[config.mk]
export PLATFORM = sky130hd
export DESIGN_NAME = fact_bcd_conv
export DESIGN_NICKNAME = d
export VERILOG_FILES = /design/src/rtl/fact_pkg.sv /design/src/rtl/bcd_digit_adj.sv /design/src/rtl/fact_bcd_conv.sv
export SDC_FILE = /design/constraint.sdc
export NUM_CORES = 1
export LEC_CHECK = 0
export CAP_MARGIN = 30
export CELL_PAD_IN_SITES_DETAIL_PLACEMENT = 2
export CELL_PAD_IN_SITES_GLOBAL_PLACEMENT = 2
export CORE_ASPECT_RATIO = 2
export CORE_MARGIN = 2
export CORE_UTILIZATION = 28
export CTS_BUF_LIST = sky130_fd_sc_hd__clkbuf_4
export DETAILED_ROUTE_END_ITERATION = 10
export PLACE_DENSITY = 0.87
export SKIP_CTS_REPAIR_TIMING = 1
export SLEW_MARGIN = 5
export SYNTH_ARGS = -nofsm -noshare
export SYNTH_HDL_FRONTEND = slang
export SYNTH_SLANG_ARGS = --single-unit
[constraint.sdc]
create_clock -name clk -period 2.02 [get_ports clk]
set_input_delay 0.606 -clock clk [delete_from_list [all_inputs] [get_ports clk]]
set_output_delay 0.606 -clock clk [all_outputs]
set_load 0.05 [all_outputs]
[src/rtl/fact_pkg.sv]
// ============================================================================
// Module   : fact_pkg
// Brief    : Shared types and constants for the factorial result formatter.
// Revision : 1.0 - initial release
// ============================================================================
`default_nettype none

package fact_pkg;

   typedef enum logic [1:0] {
      ST_IDLE  = 2'd0,
      ST_SHIFT = 2'd1,
      ST_DONE  = 2'd2
   } state_t;

   // Largest n whose factorial still fits in 32 bits.
   localparam int FACT_MAX_N32 = 12;
   localparam int FACT_BIN_W   = 32;
   localparam int FACT_DIGITS  = 10;

endpackage

`default_nettype wire

[src/rtl/bcd_digit_adj.sv]
// ============================================================================
// Module   : bcd_digit_adj
// Brief    : Combinational double-dabble digit corrector (add 3 when >= 5).
// Revision : 1.0 - initial release
// ============================================================================
`default_nettype none

module bcd_digit_adj (
   input  logic [3:0] digit_in,
   output logic [3:0] digit_out
);

   assign digit_out = (digit_in >= 4'd5) ? (digit_in + 4'd3) : digit_in;

endmodule

`default_nettype wire

[src/rtl/fact_bcd_conv.sv]
// ============================================================================
// Module   : fact_bcd_conv
// Brief    : Sequential binary-to-BCD converter with valid/ready on both sides.
//            Optional overflow flag enabled by FACT_BCD_OVF_CHECK_EN.
// Revision : 1.0 - initial release
// ============================================================================
`default_nettype none

module fact_bcd_conv
   import fact_pkg::*;
#(
   parameter int BIN_W  = FACT_BIN_W,
   parameter int DIGITS = FACT_DIGITS
) (
   input  logic                           clk,
   input  logic                           rst,
   input  logic                           in_valid,
   output logic                           in_ready,
   input  logic [BIN_W-1:0]               in_bin,
`ifdef FACT_BCD_OVF_CHECK_EN
   input  logic [7:0]                     in_num,
   output logic                           out_ovf,
`endif
   output logic                           out_valid,
   input  logic                           out_ready,
   output logic [4*DIGITS-1:0]            out_bcd,
   output logic [$clog2(DIGITS+1)-1:0]    out_ndig
);

   localparam int NDIG_W = $clog2(DIGITS + 1);
   localparam int CNT_W  = (BIN_W > 1) ? $clog2(BIN_W) : 1;
   localparam logic [CNT_W-1:0] CNT_LAST = CNT_W'(BIN_W - 1);

   state_t                state_q, state_d;
   logic [BIN_W-1:0]      bin_q, bin_d;
   logic [4*DIGITS-1:0]   bcd_q, bcd_d;
   logic [4*DIGITS-1:0]   bcd_adj;
   logic [CNT_W-1:0]      cnt_q, cnt_d;
   logic [NDIG_W-1:0]     ndig;
`ifdef FACT_BCD_OVF_CHECK_EN
   logic                  ovf_q, ovf_d;
`endif

   for (genvar i = 0; i < DIGITS; i++) begin : g_adj
      bcd_digit_adj u_adj (
         .digit_in  (bcd_q[4*i +: 4]),
         .digit_out (bcd_adj[4*i +: 4])
      );
   end

   always_comb begin
      state_d = state_q;
      bin_d   = bin_q;
      bcd_d   = bcd_q;
      cnt_d   = cnt_q;
`ifdef FACT_BCD_OVF_CHECK_EN
      ovf_d   = ovf_q;
`endif
      case (state_q)
         ST_IDLE: begin
            if (in_valid) begin
               bin_d   = in_bin;
               bcd_d   = '0;
               cnt_d   = '0;
               state_d = ST_SHIFT;
`ifdef FACT_BCD_OVF_CHECK_EN
               ovf_d   = (in_num > 8'(FACT_MAX_N32));
`endif
            end
         end
         ST_SHIFT: begin
            // Corrected digits and binary MSB shift together as one wide register.
            bcd_d = {bcd_adj[4*DIGITS-2:0], bin_q[BIN_W-1]};
            bin_d = bin_q << 1;
            cnt_d = cnt_q + 1'b1;
            if (cnt_q == CNT_LAST) begin
               state_d = ST_DONE;
            end
         end
         ST_DONE: begin
            if (out_ready) begin
               state_d = ST_IDLE;
            end
         end
         default: state_d = ST_IDLE;
      endcase
   end

   always_comb begin
      ndig = NDIG_W'(1);
      for (int i = 0; i < DIGITS; i++) begin
         if (bcd_q[4*i +: 4] != 4'd0) begin
            ndig = NDIG_W'(i + 1);
         end
      end
   end

   always_ff @(posedge clk) begin
      if (rst) begin
         state_q <= ST_IDLE;
         bin_q   <= '0;
         bcd_q   <= '0;
         cnt_q   <= '0;
`ifdef FACT_BCD_OVF_CHECK_EN
         ovf_q   <= 1'b0;
`endif
      end else begin
         state_q <= state_d;
         bin_q   <= bin_d;
         bcd_q   <= bcd_d;
         cnt_q   <= cnt_d;
`ifdef FACT_BCD_OVF_CHECK_EN
         ovf_q   <= ovf_d;
`endif
      end
   end

   assign in_ready  = (state_q == ST_IDLE);
   assign out_valid = (state_q == ST_DONE);
   assign out_bcd   = bcd_q;
   assign out_ndig  = ndig;
`ifdef FACT_BCD_OVF_CHECK_EN
   assign out_ovf   = ovf_q;
`endif

endmodule

`default_nettype wire
# Yosys cells after proc, flatten, opt, wreduce, memory -nomap -nowiden
# Index checks and enable logic that the tools add are counted.
# W data, S select, Z words.
[totals]
out_inout_bits = 46
input_bits = 36
wordCells = 73
reg_bits = 79
[op_classes]
n_eq_ne = 6
order_cmp = 10
reduce_logical = 13
mux = 29
addsub = 11
[ops]
columns = ["operator", "count"]
rows = [
  ["$pmux W40 S2", 1],
  ["$mux W4", 17],
  ["$pmux W32 S2", 1],
  ["$ge A4 B3 Y1 const B", 10],
  ["$mux W40", 1],
  ["$add A4 B2 Y4 const B", 9],
  ["$reduce_bool A4 Y1", 9],
  ["$mux W32", 1],
  ["$pmux W5 S2", 1],
  ["$mux W2", 4],
  ["$pmux W2 S3", 1],
  ["$add A5 B1 Y5 const B", 1],
  ["$eq A5 B5 Y1 const B", 1],
  ["$mux W5", 1],
  ["$ne A2 B2 Y1 const B", 2],
  ["$add A3 B2 Y3 const B", 1],
  ["$mux W3", 1],
  ["$reduce_and A3 Y1", 1],
  ["$eq A2 B1 Y1 const B", 1],
  ["$eq A2 B2 Y1 const B", 1],
  ["$logic_not A2 Y1", 1],
  ["$ne A2 B1 Y1 const B", 1],
  ["$reduce_and A2 Y1", 1],
  ["$reduce_bool A2 Y1", 1],
]

# Longest topological paths before layout
# Gate-level depths: netlist (run 1).
[logic_depth]
ltp_word = 10
mapped_depth = 7
mapped_depth_nobuf = 6

# Cells and area by module
# From an unflattened synthesis (run 1), not the netlist that was laid out.
[unflattened]
cells_unflattened = 595
area_unflattened_um2 = 4406.7
[by_module_without_submodules]
columns = ["module", "instances", "cells_per_inst", "area_each_um2"]
rows = [
  ["fact_bcd_conv", 1, 435, 3393.3],
  ["bcd_digit_adj", 10, 16, 101.3],
]

# Worst setup path before layout (run 1)
# Ideal clock, no wire load.
[synth_timing]
path_kind = "register to output"
start = "reg bcd_q[33], in the netlist out_bcd[33]"
end = "out out_ndig[2]"
stages_incl_launch_ff = 6
path_slack_ns = -1.254
required_time_ns = 1.414
t_arrival_ns = 2.668
path_cell_list = "dfxtp_1 -> inv_1 -> ha_1 -> nor3b_1 -> nand3_1 -> a31oi_1"
[synth_via]
elab_chain_len = 3
[synth_lines]
columns = ["item", "line_no", "source"]
rows = [
  ["from (decl)", "fact_bcd_conv.sv:36", "logic [4*DIGITS-1:0] bcd_q, bcd_d;"],
  ["from (signal assigned)", "fact_bcd_conv.sv:102", "bcd_q <= '0;"],
  ["from (signal assigned)", "fact_bcd_conv.sv:110", "bcd_q <= bcd_d;"],
  ["$reduce_bool A4 Y1", "fact_bcd_conv.sv:92", "if (bcd_q[4*i +: 4] != 4'd0) begin"],
  ["$mux W4 (2 in series)", "fact_bcd_conv.sv:92", ""],
  ["to (decl)", "fact_bcd_conv.sv:27", "output logic [$clog2(DIGITS+1)-1:0] out_ndig"],
]
# No other way between the ends.

# Worst setup path after layout (run 1)
[layout_timing]
start = "reg bcd_q[12], in the netlist out_bcd[12]"
end = "out out_ndig[0]"
[layout_via]
elab_chain_len = 8
[layout_lines]
columns = ["item", "line_no"]
rows = [
  ["$reduce_bool A4 Y1", "fact_bcd_conv.sv:92"],
  ["$mux W4 (7 in series)", "fact_bcd_conv.sv:92"],
]
# No other way between the ends.

==> flow_summary.json, run 1 <==
{
  "first_global_vias": 5045,
  "setup.worst_path.end_class": "primary output",
  "cts.path.max_buffers": 2,
  "fin_nets": 729,
  "synth_top_area_cell": "dfxtp_1",
  "gr-total-overflow": 0,
  "ys_ff_latch": 79,
  "cp-start-kind": "flop",
  "worstPathMaxFanout": 2,
  "initial_core_util_pct": 28.5,
  "detailed_place.area_um2": 5880,
  "leading_cell_types_by_total_area_after_synthesis": "dfxtp_1 37%, nor2_1 9.6%, a21oi_1 7.6%",
  "grt_max_degree": 45,
  "cts_tree": "done",
  "die-height_um": 178,
  "post-route-cell-area_um2": 6190,
  "count_of_endpoints_failing_setup_in_the_final_report": 4,
  "cts-buffers-inserted": 9,
  "outcome": "finished, violations left",
  "post_dr_wirelength_cell_um": 18.8,
  "static_power_due_to_leakage_nw": 2.65,
  "yosys_warnings": 0,
  "fillCellCount": 1741,
  "yosysSeqAreaShare_pct": 37.4,
  "timing.fmax_mhz": 371,
  "post-synth-top-area-fraction_pct": 37.4,
  "most-common-layout-cells": "105 x nor2_1, 97 x buf_4, 62 x a21oi_1, 59 x dfxtp_1, 41 x nor3_1",
  "drv_slew": 0,
  "synth.avg_cell_area_um2": 7.75,
  "power-per-cell-area_nw_per_um2": 515,
  "drt_pass1_iterations": 4,
  "timing.clock.skew_ns": 0.0226,
  "routed-via-count": 4361,
  "stdcell_count": 872,
  "post-route-drc-count": 0,
  "worst_setup_hold_path_clk_slew_ns": 0.14,
  "core.rowCount": 63,
  "gr-usage-all-layers_pct": 20.7,
  "final_min_period_over_clock_period_pct": 134,
  "tightest_slew_ns": 0.690,
  "post_synth_inst_count": 545,
  "worstHoldPathType": "reg2reg",
  "setup_ws_ns": -0.677,
  "antenna_violations_before_repair": 1,
  "mostFrequentLayoutCell": "nor2_1",
  "grt_setup_unrepaired": "yes",
  "clock_tree.htree_level_count": 3,
  "estimated_wirelength_of_the_detail_placed_design_um": 12300,
  "die_w_um": 90.9,
  "power_mw": 3.19,
  "ioPinCount": 82,
  "synth.lib_cells_used.distinct": 33,
  "violated_checks": "negative setup slack",
  "grt_pass1_wl_um": 26100,
  "place.gp.congestion": 0.776,
  "syn_area_um2": 4220,
  "layout-area-overhead-vs-synth_pct": 46.5,
  "final-hold-violation-count": 0,
  "die_area_um2": 16100,
  "fin_hold_ws_ns": 0.487,
  "share_of_async_settable_or_async_resettable_flops_after_synthesis_pct": 0,
  "synthFlopType": "dfxtp_1",
  "timing.slew.headroom_pct": 54.0,
  "synth_enable_flop_cells": 0,
  "placed_cells_incl_taps": 847,
  "irDropWorstVdd_mv": 0.247,
  "cp_data_required_time_ns": 1.41,
  "final_period_minus_worst_setup_slack_ns": 2.70,
  "arrival_time_of_data_at_the_critical_path_endpoint_ns": 2.09,
  "drv.max_cap_violation_count": 0,
  "share_of_final_layout_standard_cells_stronger_than_drive_strength_1_pct": 28.4,
  "worst_skew_pair.late_latency_ns": 0.46,
  "synth_nets": 603,
  "cts_root_buf": "clkbuf_4",
  "critPathKind": "reg2out",
  "route.detailed.vias_per_inst": 5.00,
  "core_region_area_um2": 14800,
  "drt_wl_total_um": 16400,
  "clock-sinks": 79,
  "placement.io_buffers": 81,
  "final_ant_viol_nets": 0,
  "drt_first_iter_violations": 81
}
power by group:
part	internal (mW)	switching (mW)	total (mW)
registers	1.60	0.0358	1.64
clock network	0.523	0.583	1.11
logic	0.199	0.246	0.445
synth_stat cells (all sizes together), types with 2 or more instances:
library cell	n
nor2	108
dfxtp	79
a21oi	64
nor3	41
nor2b	31
inv	24
o21ai	23
ha	22
a22o	20
clkbuf	18
buf	17
nand3	13
mux2i	11
nand2	11
nand2b	11
xnor2	10
or3	9
xor2	9
nor3b	7
a22oi	5
or3b	3
a31oi	2
worst max-delay path, cell delays in order, from the launching register on:
cell     delay (ns)
dfxtp_4        0.38
inv_4          0.05
ha_4           0.13
or3b_4         0.42
a21oi_4        0.18
o21ai_4        0.08
a31oi_4        0.22
buf_12         0.17
kinds of logic after synthesis:
family | Yosys count | share of synthesized area, %
compound gates | 116 | 16.1
fa+ha+maj | 22 | 6.52
xor+xnor | 19 | 3.94
flops | 79 | 37.4
simple gates | 238 | 27.0
buf+inv | 59 | 6.04
mux | 12 | 2.87
flip-flops by register name, summed over array words and instances (netlist names):
register and cells:
cnt_q 5, bin_q 32, out_bcd 40, state_q 2
cell type report:
class | instances | area (µm²) | share of cell area, %
multi-input combinational | 407 | 2630 | 42.5
sequential | 79 | 1640 | 26.6
timing repair buffer | 150 | 1410 | 22.7
tap | 195 | 244 | 3.94
inverter | 24 | 105 | 1.70
clock buffer | 11 | 82.6 | 1.33
clock inverter | 5 | 73.8 | 1.19
antenna | 1 | 2.50 | 0.0404
layer usage:
metal / up-vias / track usage, % / routed length, µm
li1: 2097 / - / -
met1: 2142 / 20.1 / 6050
met3: 32 / 2.63 / 366
met2: 90 / 42.1 / 9460
met5: - / 0 / 0
met4: 0 / 9.47 / 540
per-stage QoR:
step | setup TNS, ns | setup slack [ns] | util, %
floorplan | -0.475 | -0.160 | -
CTS | -2.76 | -0.761 | 40.8
global route | -2.50 | -0.728 | 41.8
detailed placement | -0.589 | -0.239 | 39.7
finish | -2.18 | -0.677 | 41.8
global placement | -0.133 | -0.0680 | 39.7
path summary, 6_finish.rpt:
check                 to  slack [ns]        start  depth (start not counted)
max reg2reg  out_bcd[14]        0.25  out_bcd[13]                          8
min reg2reg    bin_q[30]        0.49    bin_q[30]                          2
max          out_ndig[0]       -0.68  out_bcd[12]                          7
min            bin_q[30]        0.49    bin_q[30]                          2
Power figures use the tool's default switching activity.
==> run 2: changes to the inputs <==
--- a/config.mk
+++ b/config.mk
@@ -10,10 +10,10 @@
 export CELL_PAD_IN_SITES_GLOBAL_PLACEMENT = 2
 export CORE_ASPECT_RATIO = 2
 export CORE_MARGIN = 2
-export CORE_UTILIZATION = 28
+export CORE_UTILIZATION = 30
 export CTS_BUF_LIST = sky130_fd_sc_hd__clkbuf_4
 export DETAILED_ROUTE_END_ITERATION = 10
-export PLACE_DENSITY = 0.87
+export PLACE_DENSITY = 0.88
 export SKIP_CTS_REPAIR_TIMING = 1
 export SLEW_MARGIN = 5
 export SYNTH_ARGS = -nofsm -noshare
==> constraint.sdc (replaced) <==
create_clock -name clk -period 3.27 [get_ports clk]
set_input_delay 0.981 -clock clk [delete_from_list [all_inputs] [get_ports clk]]
set_output_delay 0.981 -clock clk [all_outputs]
set_load 0.05 [all_outputs]
==> flow_summary.json, run 2 (same netlist as run 1, synthesis figures left out) <==
{
  "outcome": "finished clean",
  "estimated_wirelength_of_the_detail_placed_design_um": 9900,
  "drt_wl_total_um": 13800,
  "die_w_um": 87.9,
  "cp-start-kind": "flop",
  "worst_r2r_endpoint": "out_bcd[27]",
  "final_util_pct": 39.9,
  "arrival_time_of_data_at_the_critical_path_endpoint_ns": 2.13,
  "cts_tree": "done",
  "worstPathMaxFanout": 5,
  "count_of_endpoints_failing_setup_in_the_final_report": 0,
  "fillCellCount": 1576,
  "grt_pass1_wl_um": 22800,
  "timing.slew.headroom_pct": 54.7,
  "final_period_minus_worst_setup_slack_ns": 3.11,
  "gr-usage-all-layers_pct": 19.2,
  "critical_path.endpoint": "out_ndig[0]",
  "placement.io_buffers": 81,
  "first_global_vias": 4647,
  "ff2ff_setup_slack_ns": 1.04,
  "initial_core_util_pct": 30.6,
  "cts-buffers-inserted": 9,
  "grt_max_degree": 55,
  "ioPinCount": 82,
  "worst_skew_pair.late_latency_ns": 0.45,
  "drv_slew": 0,
  "antenna_violations_before_repair": 1,
  "r2r_cells": 4,
  "drt_first_iter_violations": 97,
  "clock_tree.htree_level_count": 3,
  "timing.fmax_mhz": 322,
  "setup.worst_path.end_class": "primary output",
  "placed_cells_incl_taps": 790,
  "cts_root_buf": "clkbuf_4",
  "mostFrequentLayoutCell": "nor2_1",
  "timing.clock.skew_ns": 0.0197,
  "die-height_um": 172,
  "post_dr_wirelength_cell_um": 17.0,
  "cp_data_required_time_ns": 2.29,
  "die_area_um2": 15100,
  "place.gp.congestion": 0.776,
  "final_min_period_over_clock_period_pct": 95.1,
  "final-hold-violation-count": 0,
  "core_region_area_um2": 13800,
  "most-common-layout-cells": "106 x nor2_1, 75 x clkdlybuf4s50_1, 72 x dfxtp_1, 63 x a21oi_1, 41 x nor3_1",
  "fin_nets": 672,
  "critPathKind": "reg2out",
  "irDropWorstVdd_mv": 0.213,
  "cts.path.max_buffers": 2,
  "worst_setup_hold_path_clk_slew_ns": 0.14,
  "clock-sinks": 79,
  "share_of_final_layout_standard_cells_stronger_than_drive_strength_1_pct": 9.71,
  "static_power_due_to_leakage_nw": 2.20,
  "route.detailed.vias_per_inst": 5.08,
  "drt_pass1_iterations": 4,
  "number_of_flip_flops_under_the_largest_register_name": 40,
  "rr_startpoint": "state_q[0]",
  "gr-total-overflow": 0,
  "drv.max_cap_violation_count": 0,
  "routed-via-count": 4101,
  "stdcell_count": 808,
  "worstHoldPathType": "reg2reg",
  "startpoint": "out_bcd[5]",
  "post-route-drc-count": 0,
  "core.rowCount": 61,
  "tightest_slew_ns": 0.679,
  "layout-area-overhead-vs-synth_pct": 30.4,
  "final_ant_viol_nets": 0,
  "power-per-cell-area_nw_per_um2": 351,
  "power_mw": 1.93
}
## run 2: worst min-delay path by stage
stage / endpoint / cells past startpoint / startpoint
2_1_floorplan: bin_q[30] / 2 / bin_q[30]
6_report: bin_q[30] / 2 / bin_q[30]
4_1_cts: bin_q[30] / 2 / bin_q[30]
5_1_grt: bin_q[3] / 2 / bin_q[3]
3_3_place_gp: bin_q[30] / 2 / bin_q[30]
3_5_place_dp: bin_q[30] / 2 / bin_q[30]
## run 2: routing by layer
metal  wire length [µm]  track usage (%)  up-vias
li1                   -                -     1977
met1               5160             19.5     2038
met2               8090             38.4       68
met3                278             2.78       18
met4                235             5.82        0
met5                  0                0        -
## run 2: where the power goes
part | switching (mW) | internal [mW] | leakage (nW) | total [mW]
logic | 0.146 | 0.108 | 1.46 | 0.254
clock network | 0.345 | 0.310 | 0.0837 | 0.655
registers | 0.0264 | 0.998 | 0.649 | 1.02
total | 0.518 | 1.42 | 2.20 | 1.93
## run 2: area by class of cell
cell class              instances  area, µm²  area share [%]
multi-input cells             407       2480            45.1
flip-flops and latches         79       1600            29.0
repair buffers                 93        946            17.2
well taps                     189        236            4.29
inverters                      24       90.1            1.64
clock buffers                  10       75.1            1.36
clock inverters                 5       73.8            1.34
diodes                          1       2.50          0.0454
## run 2: through the flow
stage / hold slack (ns) / TNS, ns / worst slack [ns] / instance area, µm²
after floorplan: 0.451 / -0.174 / -0.114 / 4230
after global placement: 0.468 / 0 / 0.338 / 5230
after detailed placement: 0.487 / 0 / 0.280 / 5230
after CTS: 0.501 / -0.549 / -0.232 / 5380
after global routing: 0.534 / -0.00804 / -0.00435 / 5510
final: 0.490 / 0 / 0.161 / 5510
## run 2: critical path, cell delays in order, from the launching register on
cell     delay [ns]
dfxtp_2        0.37
inv_2          0.09
ha_4           0.16
or3b_2         0.45
a21oi_2        0.15
o21ai_1        0.08
a31oi_2        0.21
buf_12         0.17
